--- src/rtl/nibble_demux.sv ---
// Receive end of the time-multiplexed nibble bus: synchronises select and data, waits a
// settle window after each select edge, then captures the data or syndrome nibble.
module nibble_demux #(
    parameter int SYNC_STAGES   = 2,
    parameter int SETTLE_CYCLES = 8
) (
    input  logic       clk,
    input  logic       rst_n,
    input  logic       sel_in,
    input  logic [3:0] w_in,
    output logic [3:0] i_out,
    output logic [3:0] p_out,
    output logic       i_valid,
    output logic       p_valid,
    output logic       frame_valid,
    output logic       pair_changed,
    output logic       short_phase
);

    localparam int CNT_W = $clog2(SETTLE_CYCLES + 1);
    localparam logic [CNT_W-1:0] CNT_LAST = CNT_W'(SETTLE_CYCLES - 1);

    localparam logic [2:0] IDLE      = 3'd0;
    localparam logic [2:0] SETTLE_LO = 3'd1;
    localparam logic [2:0] HOLD_LO   = 3'd2;
    localparam logic [2:0] SETTLE_HI = 3'd3;
    localparam logic [2:0] HOLD_HI   = 3'd4;

    logic [SYNC_STAGES-1:0]      sel_sync_q;
    logic [SYNC_STAGES-1:0][3:0] w_sync_q;
    logic                        sel_q;
    logic [SYNC_STAGES:0]        arm_q;
    logic [2:0]                  state_q, state_d;
    logic [CNT_W-1:0]            cnt_q, cnt_d;
    logic [3:0]                  i_q, i_d, p_q, p_d;
    logic                        iv_q, iv_d, pv_q, pv_d;
    logic                        fok_q, fok_d;
    logic                        have_q, have_d;
    logic [7:0]                  last_q, last_d;
    logic                        fv_q, fv_d, pc_q, pc_d, sp_q, sp_d;

    logic       sel_s;
    logic [3:0] w_s;
    logic       edge_det;

    assign sel_s = sel_sync_q[SYNC_STAGES-1];
    assign w_s   = w_sync_q[SYNC_STAGES-1];
    // The chains come out of reset at 0, so edges are ignored until sel_q holds a real
    // sample; a select already high at reset release is then not mistaken for an edge.
    assign edge_det = arm_q[SYNC_STAGES] && (sel_s != sel_q);

    always_comb begin
        state_d = state_q;
        cnt_d   = cnt_q;
        i_d     = i_q;
        p_d     = p_q;
        iv_d    = iv_q;
        pv_d    = pv_q;
        fok_d   = fok_q;
        have_d  = have_q;
        last_d  = last_q;
        fv_d    = 1'b0;
        pc_d    = 1'b0;
        sp_d    = 1'b0;
        case (state_q)
            IDLE, HOLD_LO, HOLD_HI: begin
                if (edge_det) begin
                    state_d = sel_s ? SETTLE_HI : SETTLE_LO;
                    cnt_d   = '0;
                end
            end
            SETTLE_LO, SETTLE_HI: begin
                if (edge_det) begin
                    sp_d    = 1'b1;
                    fok_d   = 1'b0;
                    cnt_d   = '0;
                    state_d = sel_s ? SETTLE_HI : SETTLE_LO;
                end else if (cnt_q == CNT_LAST) begin
                    if (state_q == SETTLE_LO) begin
                        i_d     = w_s;
                        iv_d    = 1'b1;
                        fok_d   = 1'b1;
                        state_d = HOLD_LO;
                    end else begin
                        p_d     = w_s;
                        pv_d    = 1'b1;
                        fok_d   = 1'b0;
                        state_d = HOLD_HI;
                        if (fok_q) begin
                            fv_d   = 1'b1;
                            pc_d   = !have_q || ({i_q, w_s} != last_q);
                            last_d = {i_q, w_s};
                            have_d = 1'b1;
                        end
                    end
                end else begin
                    cnt_d = cnt_q + CNT_W'(1);
                end
            end
            default: state_d = IDLE;
        endcase
    end

    always_ff @(posedge clk or negedge rst_n) begin
        if (!rst_n) begin
            sel_sync_q <= '0;
            w_sync_q   <= '0;
            sel_q      <= 1'b0;
            arm_q      <= '0;
            state_q    <= IDLE;
            cnt_q      <= '0;
            i_q        <= '0;
            p_q        <= '0;
            iv_q       <= 1'b0;
            pv_q       <= 1'b0;
            fok_q      <= 1'b0;
            have_q     <= 1'b0;
            last_q     <= '0;
            fv_q       <= 1'b0;
            pc_q       <= 1'b0;
            sp_q       <= 1'b0;
        end else begin
            sel_sync_q <= {sel_sync_q[SYNC_STAGES-2:0], sel_in};
            w_sync_q   <= {w_sync_q[SYNC_STAGES-2:0], w_in};
            sel_q      <= sel_s;
            arm_q      <= {arm_q[SYNC_STAGES-1:0], 1'b1};
            state_q    <= state_d;
            cnt_q      <= cnt_d;
            i_q        <= i_d;
            p_q        <= p_d;
            iv_q       <= iv_d;
            pv_q       <= pv_d;
            fok_q      <= fok_d;
            have_q     <= have_d;
            last_q     <= last_d;
            fv_q       <= fv_d;
            pc_q       <= pc_d;
            sp_q       <= sp_d;
        end
    end

    assign i_out        = i_q;
    assign p_out        = p_q;
    assign i_valid      = iv_q;
    assign p_valid      = pv_q;
    assign frame_valid  = fv_q;
    assign pair_changed = pc_q;
    assign short_phase  = sp_q;

endmodule
--- config.mk ---
export PLATFORM = sky130hd
export DESIGN_NAME = nibble_demux
export DESIGN_NICKNAME = d
export VERILOG_FILES = /design/src/rtl/nibble_demux.sv
export SDC_FILE = /design/constraint.sdc
export NUM_CORES = 1
export LEC_CHECK = 0
export BUFFER_PORTS_ARGS = -buffer_cell sky130_fd_sc_hd__buf_2
export CAP_MARGIN = 25
export CORE_ASPECT_RATIO = 1.25
export CORE_MARGIN = 2
export CORE_UTILIZATION = 56
export DETAILED_ROUTE_END_ITERATION = 8
export GPL_ROUTABILITY_DRIVEN = 1
export PLACE_DENSITY = 0.77
export SLEW_MARGIN = 20
export SYNTH_ARGS = -nofsm -noshare
export SYNTH_HDL_FRONTEND = slang
export SYNTH_SLANG_ARGS = --single-unit
export TNS_END_PERCENT = 50
--- constraint.sdc ---
create_clock -name clk -period 2.5 [get_ports clk]
set_input_delay 0.125 -clock clk [delete_from_list [all_inputs] [get_ports clk]]
set_output_delay 0.125 -clock clk [all_outputs]
set_load 0.01 [all_outputs]
==> results.cfg <==
[floorplanning]
start_util_pct = 58.37
row_count = 22
die-area_sq_um = 3532
coreArea_sq_um = 2945
die_y_um = 65.95
ios = 20
die_x_um = 53.56

[global_routing]
antenna_found_initial = 0
grt-ovfl-total = 0
grt_pass1_vias = 1008
grt_max_degree = 45
grt.total_usage_pct = 19.57
grt_pass1_wl_um = 4740

[layout]
drive_gt1_share_pct = 36.30
antenna_cells = 0
stdcell_count = 182
layout.nets = 154
area_delta_synth_final_pct = 16.52

[worst_setup_path]
crit_path_start_kind = flip-flop
cpLargestDelayFamily = flip-flops
crit_cells = 7
crit_path_start = cnt_q[0]
path_buf_inv = 2
critical_path.slowest_cell = dfrtp_1
ff2ff_path_depth = 7
crit_end = last_q[3]
cp_cell_sequence = ha_1 -> nand3b_2 -> a2111oi_4 -> buf_4 -> nand2_2 -> clkinv_4 -> mux2_4
r2r_start = cnt_q[0]
crit_fanout = 10
criticalPathCategory = flip-flop to flip-flop
r2r_setup_slack_ns = 0.55
cp-end-kind = flip-flop
cpPeakStageDelay_ns = 0.42
timing.rr.end = last_q[3]
required_ns = 2.75
critPathArrivalTime_ns = 2.20

[clock_tree]
cts_tree = done
cts_buffers = 5
post_cts_buffers = 0
cts_root_buf = clkbuf_4
cts_buffer_depth = 2
cts.htree.levels = 2
clock-sinks = 44
path_clk_slew_ns = 0.12
clock_latency_ns = 0.36

[timing]
rsz0062_at_grt = no
finClkSkew_ns = 0.008442
hold_violations = 0
finalCriticalPeriod_ns = 1.949
fmax_mhz = 513.1
tns_ns = 0
drv_slew = 0
setup_violations = 0
finalCritPeriodShare_pct = 77.96

[placed_design]
place_inst = 168
gp_congestion = 0.8445
hpwl_um = 1924
port_buffers = 19

[yosys]
ys_top_cells_by_area = dfrtp_1 64%, mux2_4 7.0%, mux2_2 5.2%, xnor2_1 3.6%, a2111oi_4 1.6%
yosysWarnings = 0
syn-num-nets = 122
ys_ff_latch = 44
syn_inst = 114
ys_seq_area_share_pct = 64.05
syn-cell-area_sq_um = 1719
yosys.cell_types.count = 38
synth_area_leader_cell = dfrtp_1
avgSynthCellArea_sq_um = 15.08
synth_top_cell_area_share_pct = 64.05

[route]
routedWlPerCell_um = 15.42
ant_nets = 0
drt-pass1-iter-count = 4
wirelength_um = 2807
drc = 0
initialDrtViolationCount = 20
vias_per_cell = 5.407
vias = 984

[status]
status = complete, no violations

[hold_path]
min_path_type = primary input to async pin

[run]
drv_cap = 0

[power_and_ir_drop]
pwr_density_cell_nw_per_um2 = 885.5
ir_worst_vdd_mv = 0.5587
p_leak_nw = 0.9916
## routing by layer
metal	track usage (%)	routed length [um]	share of wire, %	up-vias
li1	-	-	-	461
met1	24.19	1183	42	492
met2	30.56	1436	51	25
met3	6.787	126	4.5	6
met4	8.654	60	2.1	0
met5	0	0	0	-
## Yosys cell counts
library cell	instances
a31oi_1	1
conb_1	1
a32oi_1	1
and3_1	2
ha_1	1
a32o_1	1
nor3_1	1
mux2_2	8
nand3b_2	1
inv_1	3
mux2i_1	1
xnor2_1	7
or2_2	3
nand2_2	1
nand2b_4	1
o21ai_0	2
buf_2	1
nor4_1	1
nor2b_1	2
xor2_2	1
and3b_1	2
xor2_1	3
and2_0	1
a221o_1	1
a21o_1	1
nand2_1	2
nand3_1	1
clkinv_4	1
clkbuf_1	1
mux2_4	8
dfrtp_1	44
a21oi_1	2
o31ai_1	1
nor2_1	2
a2111oi_4	1
a22oi_1	1
nand4_1	1
o211ai_1	1
## where the power goes
group	switching (W)	internal, W
Combinational	0.000204	0.000230
Sequential	0.000121	0.000846
Clock	0.000213	0.000160
## final cells by class
class / instances / area [sq um]
clock buffers: 7 / 65.06
inverters: 4 / 20.02
flip-flops and latches: 44 / 1101
fillers: 213 / 942.2
well taps: 36 / 45.04
repair buffers: 27 / 182.7
multi-input cells: 64 / 589.3
## state kept, by name, summed over array words and instances, names as in the netlist
name	cells
p_out	4
w_s	4
cnt_q	4
i_valid	1
have_q	1
sel_q	1
short_phase	1
last_q	8
frame_valid	1
arm_q	3
pair_changed	1
sel_sync_q	2
p_valid	1
i_out	4
state_q	3
fok_q	1
w_sync_q	4
## worst register-to-register path, stage by stage, from the launching register on
cell and delay, ns:
dfrtp_1 0.42, ha_1 0.24, nand3b_2 0.15, a2111oi_4 0.28, buf_4 0.22, nand2_2 0.09, clkinv_4 0.12, mux2_4 0.31
## logic make-up after synthesis
logic type	Yosys count	share of synthesized area, %
multiplexers	17	12.81
adder cells (fa/ha/maj)	1	0.7277
AND/OR/NAND/NOR	21	7.934
AO/OA/AOI/OAI	13	6.551
flip-flops	44	64.05
XOR/XNOR	11	6.041
buffers and inverters	6	1.674
other	1	0.2181
## repair_timing
item                                   CTS  global route
endpoints found under the hold margin   49             0
resized for setup                        0             0
hold buffers                             6             0
setup endpoints to repair                0             0
## per-stage QoR
stage | instance area (sq um) | power, W | hold WS, ns | worst slack, ns | util [%]
final | 2003 | 0.001774 | 0.1690 | 0.5510 | 68.01
after global routing | 2003 | 0.001882 | 0.1906 | 0.4548 | 68.01
after CTS | 1983 | 0.001791 | 0.3663 | 0.5479 | 67.33
after detailed placement | 1858 | 0.001409 | 0.2343 | 0.5843 | 63.08
after global placement | 1858 | 0.001386 | 0.2339 | 0.6333 | 63.08
after floorplan | 1719 | 0.001252 | -0.1706 | 0.7010 | -
## layout by cell type, fill, tap and decap left out, types with 2 or more instances in the layout
master / instances
a21oi_1: 2
and3_1: 2
and3b_1: 2
buf_2: 19
clkbuf_4: 5
clkbuf_8: 2
dfrtp_1: 44
dlygate4sd3_1: 6
inv_1: 3
mux2_2: 8
mux2_4: 8
nand2_1: 2
nor2_1: 2
nor2b_1: 2
o21ai_0: 2
or2_2: 3
xnor2_1: 7
xor2_1: 3
## how the worst min path moves through the flow
stage | cells after the start | slack, ns | start | end
6_report | 2 | 0.17 | rst_n | state_q[1]
3_5_place_dp | 1 | 0.23 | w_in[0] | w_sync_q[0]
4_1_cts | 0 | 0.37 | arm_q[0] | arm_q[1]
2_1_floorplan | 0 | -0.17 | rst_n | arm_q[0]
5_1_grt | 2 | 0.19 | rst_n | sel_sync_q[0]
3_3_place_gp | 1 | 0.23 | w_in[1] | w_sync_q[1]
Power figures use the tool's default switching activity.
